<file path="src/rtl/player_life_ctrl.sv">
// Per-player life counter and die/respawn/blink sequencer, stepped in whole video frames.
// Drives the sprite renderer's visible input and the freeze / invulnerable / game-over flags.
module player_life_ctrl #(
  parameter int LIVES_INIT     = 3,
  parameter int RESPAWN_FRAMES = 60,
  parameter int BLINK_FRAMES   = 96,
  parameter int BLINK_PERIOD   = 8
) (
  input  logic       clk,
  input  logic       resetN,
  input  logic       startOfFrame,
  input  logic       collision,
  input  logic       levelStart,
  input  logic       newGame,
  output logic       visible,
  output logic       invulnerable,
  output logic       freeze,
  output logic       gameOver,
  output logic [3:0] lives
);

  typedef enum logic [2:0] {
    S_IDLE,
    S_ALIVE,
    S_DYING,
    S_INVULN,
    S_GAME_OVER
  } state_t;

  state_t     state_q, state_d;
  logic [3:0] lives_q, lives_d;
  logic [7:0] frame_cnt_q, frame_cnt_d;
  logic [7:0] blink_cnt_q, blink_cnt_d;
  logic       phase_q, phase_d;
  logic       visible_q, visible_d;
  logic       invuln_q, invuln_d;
  logic       freeze_q, freeze_d;
  logic       game_over_q, game_over_d;
  logic       enter_state;

  always_comb begin
    state_d     = state_q;
    lives_d     = lives_q;
    frame_cnt_d = frame_cnt_q;
    blink_cnt_d = blink_cnt_q;
    phase_d     = phase_q;
    enter_state = 1'b0;

    if (newGame) begin
      state_d     = S_IDLE;
      lives_d     = 4'(LIVES_INIT);
      enter_state = 1'b1;
    end else if (levelStart && state_q != S_GAME_OVER) begin
      state_d     = S_ALIVE;
      enter_state = 1'b1;
    end else if (collision && state_q == S_ALIVE) begin
      // The last life goes straight to game over instead of a respawn cycle.
      if (lives_q > 4'd1) begin
        lives_d = lives_q - 4'd1;
        state_d = S_DYING;
      end else begin
        lives_d = 4'd0;
        state_d = S_GAME_OVER;
      end
      enter_state = 1'b1;
    end else if (startOfFrame) begin
      case (state_q)
        S_DYING: begin
          if (frame_cnt_q == 8'(RESPAWN_FRAMES - 1)) begin
            state_d     = S_INVULN;
            enter_state = 1'b1;
          end else begin
            frame_cnt_d = frame_cnt_q + 8'd1;
          end
        end
        S_INVULN: begin
          // Leaving INVULN wins over a blink toggle on the same pulse.
          if (frame_cnt_q == 8'(BLINK_FRAMES - 1)) begin
            state_d     = S_ALIVE;
            enter_state = 1'b1;
          end else begin
            frame_cnt_d = frame_cnt_q + 8'd1;
            if (blink_cnt_q == 8'(BLINK_PERIOD - 1)) begin
              blink_cnt_d = 8'd0;
              phase_d     = ~phase_q;
            end else begin
              blink_cnt_d = blink_cnt_q + 8'd1;
            end
          end
        end
        default: ;
      endcase
    end

    if (enter_state) begin
      frame_cnt_d = 8'd0;
      blink_cnt_d = 8'd0;
      phase_d     = 1'b0;
    end
  end

  // Outputs are decoded from the next state so they register together with it.
  always_comb begin
    visible_d   = 1'b0;
    invuln_d    = 1'b0;
    freeze_d    = 1'b0;
    game_over_d = 1'b0;
    case (state_d)
      S_IDLE:      freeze_d = 1'b1;
      S_ALIVE:     visible_d = 1'b1;
      S_DYING: begin
        visible_d = 1'b1;
        freeze_d  = 1'b1;
        invuln_d  = 1'b1;
      end
      S_INVULN: begin
        visible_d = phase_d;
        invuln_d  = 1'b1;
      end
      S_GAME_OVER: begin
        freeze_d    = 1'b1;
        game_over_d = 1'b1;
      end
      default:     freeze_d = 1'b1;
    endcase
  end

  always_ff @(posedge clk or negedge resetN) begin
    if (!resetN) begin
      state_q     <= S_IDLE;
      lives_q     <= 4'(LIVES_INIT);
      frame_cnt_q <= 8'd0;
      blink_cnt_q <= 8'd0;
      phase_q     <= 1'b0;
      visible_q   <= 1'b0;
      invuln_q    <= 1'b0;
      freeze_q    <= 1'b1;
      game_over_q <= 1'b0;
    end else begin
      state_q     <= state_d;
      lives_q     <= lives_d;
      frame_cnt_q <= frame_cnt_d;
      blink_cnt_q <= blink_cnt_d;
      phase_q     <= phase_d;
      visible_q   <= visible_d;
      invuln_q    <= invuln_d;
      freeze_q    <= freeze_d;
      game_over_q <= game_over_d;
    end
  end

  assign visible      = visible_q;
  assign invulnerable = invuln_q;
  assign freeze       = freeze_q;
  assign gameOver     = game_over_q;
  assign lives        = lives_q;

endmodule

</file>
<file path="config.mk">
export PLATFORM = sky130hd
export DESIGN_NAME = player_life_ctrl
export DESIGN_NICKNAME = d
export VERILOG_FILES = /design/src/rtl/player_life_ctrl.sv
export SDC_FILE = /design/constraint.sdc
export NUM_CORES = 1
export LEC_CHECK = 0
export ABC_AREA = 1
export CAP_MARGIN = 10
export CELL_PAD_IN_SITES_DETAIL_PLACEMENT = 0
export CELL_PAD_IN_SITES_GLOBAL_PLACEMENT = 1
export CORE_MARGIN = 4
export CORE_UTILIZATION = 42
export DETAILED_ROUTE_END_ITERATION = 10
export GPL_TIMING_DRIVEN = 0
export PLACE_DENSITY = 0.81
export SLEW_MARGIN = 20
export SYNTH_ARGS = -nofsm -noshare
export SYNTH_HDL_FRONTEND = slang
export SYNTH_SLANG_ARGS = --single-unit
</file>
<file path="constraint.sdc">
create_clock -name clk -period 1.9 [get_ports clk]
set_clock_uncertainty 0.15 [all_clocks]
set_input_delay 0.38 -clock clk [delete_from_list [all_inputs] [get_ports clk]]
set_output_delay 0.38 -clock clk [all_outputs]
set_load 0.005 [all_outputs]
</file>
==> impl_metrics.csv <==
group,metric,value,unit
setup_path,crit_buf_inv,1,
sta,hold_ws,0.3712,ns
sta,finalWorstSetupSlack,0.07491,ns
sta,fmax,547.9,MHz
setup_path,critPathKind,"flip-flop to output port",
synthesis,syn-instance-count,209,
floorplan,die_area,4989,sq um
cells_and_area,fillers,386,
setup_path,cp_max_fo,1,
cells_and_area,mostFrequentLayoutCell,"nand2_1",
cells_and_area,final_cell_mix,"nand2_1 (37), inv_1 (27), dfrtp_1 (25)",
detailed_routing,drc,0,
floorplan,num_rows,22,
cells_and_area,fin_util,0.5404,
power_and_ir_drop,ir_drop,0.2611,mV
clock_tree,cts.sinks,28,
setup_path,worstPathCellList,"clkdlybuf4s50_1",
sta,finalSetupViolations,0,
setup_path,crit_required,1.37,ns
grt,grt_first_pass_wirelength,5947,um
floorplan,dieWidth,70.64,um
setup_path,startpoint_type,"flip-flop",
sta,final-hold-violation-count,0,
clock_tree,cts_tree,"done",
setup_path,cpMaxStageDelayCell,"dfstp_2",
cells_and_area,postLayoutCellArea,2008,sq um
sta,finalCritPeriodShare,0.9606,
sta,fin_crit,1.825,ns
grt,grt_max_degree,29,
cells_and_area,layoutNonFillerInstCount,282,
synthesis,syn-num-nets,219,
setup_path,max_stage_delay,0.53,ns
synthesis,syn-cell-area,1648,sq um
sta,slew_headroom,0.5667,
power_and_ir_drop,leakage,0.9371,nW
sta,drv_slew,0,
cells_and_area,n_antenna_cell,0,
cells_and_area,layout-drive-gt1-share,0.2137,
clock_tree,clock_path_buffers,2,
placed_design,port_buffers,13,
detailed_routing,wire_per_inst,12.97,um
detailed_routing,dr.first_iter.drc_count,72,
job,max_cap_violations,0,
sta,tightest_slew,0.6500,ns
clock_tree,clk_pin_slew_worst_paths,0.10,ns
cells_and_area,synthToLayoutAreaGrowth,21.87,%
detailed_routing,vias,1418,
grt,antenna_found_initial,0,
placed_design,placed_cells,270,
floorplan,ioPinCount,14,
floorplan,core,3716,sq um
placed_design,globalplace.congestion,0.8338,
floorplan,dieHeight,70.64,um
grt,grt_pass1_vias,1343,
grt,globalRouteTotalUtil,0.1462,
setup_path,setup.worst_path.end_class,"output port",
power_and_ir_drop,power_density,571.2,nW/um^2
synthesis,synth_cell_types,30,
clock_tree,cts_buffers,3,
detailed_routing,via_per_inst,5.028,
floorplan,start_util,0.4434,
synthesis,ys_seq_area_frac,0.4275,
detailed_routing,finalWirelength,3658,um
clock_tree,cts_max_level,1,
synthesis,syn_avg_cell_area,7.884,sq um
setup_path,r2r_slack,0.07,ns
detailed_routing,ant_nets,0,
setup_path,arrival,1.30,ns
detailed_routing,firstDrtPassIters,4,
placed_design,dpl.hpwl,2640,um
min_path,hp-class,"flip-flop to flip-flop",
grt,globalRoute.totalOverflow,0,
clock_tree,root_buffer,"clkbuf_8",
outcome,status,"finished clean",
synthesis,ys_ff_latch,28,
setup_path,cp_top_family,"flip-flops",
placed_design,placed_area,1833,sq um
clock_tree,clk_latency,0.28,ns
synthesis,ys_warn_count,0,
placed_design,dp_slack,-0.09417,ns
cells_and_area,nets,245,
[worst reg2reg max path: stages, from the launching register on]
cell and delay (ns):
dfstp_2 0.56, inv_2 0.05, ha_2 0.18, o21ai_4 0.16, nand4_1 0.17, nand2_2 0.14, nand2_2 0.07, nor2_1 0.09
nand2_1 0.06, nand2_1 0.06, inv_1 0.04
[state kept, by name, indices dropped and copies added, names as in the netlist]
register,count
state_q,3
lives,4
phase_q,1
freeze,1
gameOver,1
blink_cnt_q,8
invulnerable,1
visible,1
frame_cnt_q,8
[routing by layer]
metal | vias up | part of all wire | GRT usage
li1 | 732 | - | -
met1 | 662 | 0.44 | 0.1869
met2 | 17 | 0.51 | 0.2412
met3 | 7 | 0.030 | 0.02983
met4 | 0 | 0.018 | 0.06054
met5 | - | 0 | 0
[Yosys cell counts (all sizes together)]
master  instances  share of area
a21oi           8          0.027
a22oi           2         0.0091
buf             2          0.014
clkinv          1         0.0030
dfrtp          25           0.38
dfstp           3          0.048
ha              4          0.030
inv            31          0.072
nand2          50           0.14
nand3          25          0.082
nand3b          1         0.0046
nand4           6          0.023
nor2           26          0.081
nor3            4          0.012
nor3b           1         0.0046
o21ai          15          0.050
or2             1         0.0038
xnor2           1         0.0053
xor2            3          0.016
[where the power goes]
group          switching, mW  leakage (nW)  internal [mW]
combinational         0.0886         0.531         0.0594
sequential           0.00923         0.377          0.610
clock                  0.194        0.0288          0.186
total                  0.292         0.937          0.855
[stage by stage]
step	setup TNS [ns]	power, mW
2_1_floorplan	0	0.7096
3_3_place_gp	-5.476	0.7638
3_5_place_dp	-0.9531	0.7656
4_1_cts	0	1.155
5_1_grt	-0.002730	1.209
6_report	0	1.147
[logic make-up after synthesis]
| kind of cell | after synthesis | synth area share |
|---|---|---|
| compound gates | 25 | 0.08580 |
| fa+ha+maj | 4 | 0.03037 |
| buf+inv | 34 | 0.08884 |
| simple gates | 114 | 0.3462 |
| xor+xnor | 4 | 0.02126 |
| flops | 28 | 0.4275 |
[repair_timing]
item / CTS / global route
gates cloned: 0 / 1
setup endpoints to repair: 1 / 18
setup buffers: 1 / 5
hold buffers: 1 / 0
endpoints found under the hold margin: 25 / 0
pin swaps: 2 / 5
gates resized for setup: 4 / 15
[worst paths after layout]
| path | depth (start not counted) | start | to |
|---|---|---|---|
| max | 1 | freeze | freeze |
| min | 1 | blink_cnt_q[0] | blink_cnt_q[0] |
| max reg2reg | 10 | lives[1] | visible |
| min reg2reg | 1 | blink_cnt_q[0] | blink_cnt_q[0] |
| max in group asynchronous | 2 | resetN | blink_cnt_q[3] |
| min in group asynchronous | 2 | resetN | frame_cnt_q[4] |
[layout make-up]
cell class	count	area (sq um)	share of cell area
repair buffers	21	200.2	0.09969
inverters	32	123.9	0.06168
well taps	48	60.06	0.02991
clock buffers	4	55.05	0.02741
plain buffers	2	22.52	0.01121
flip-flops and latches	28	704.4	0.3508
multi-input cells	147	842.1	0.4193
(Power assumes the default switching activity.)
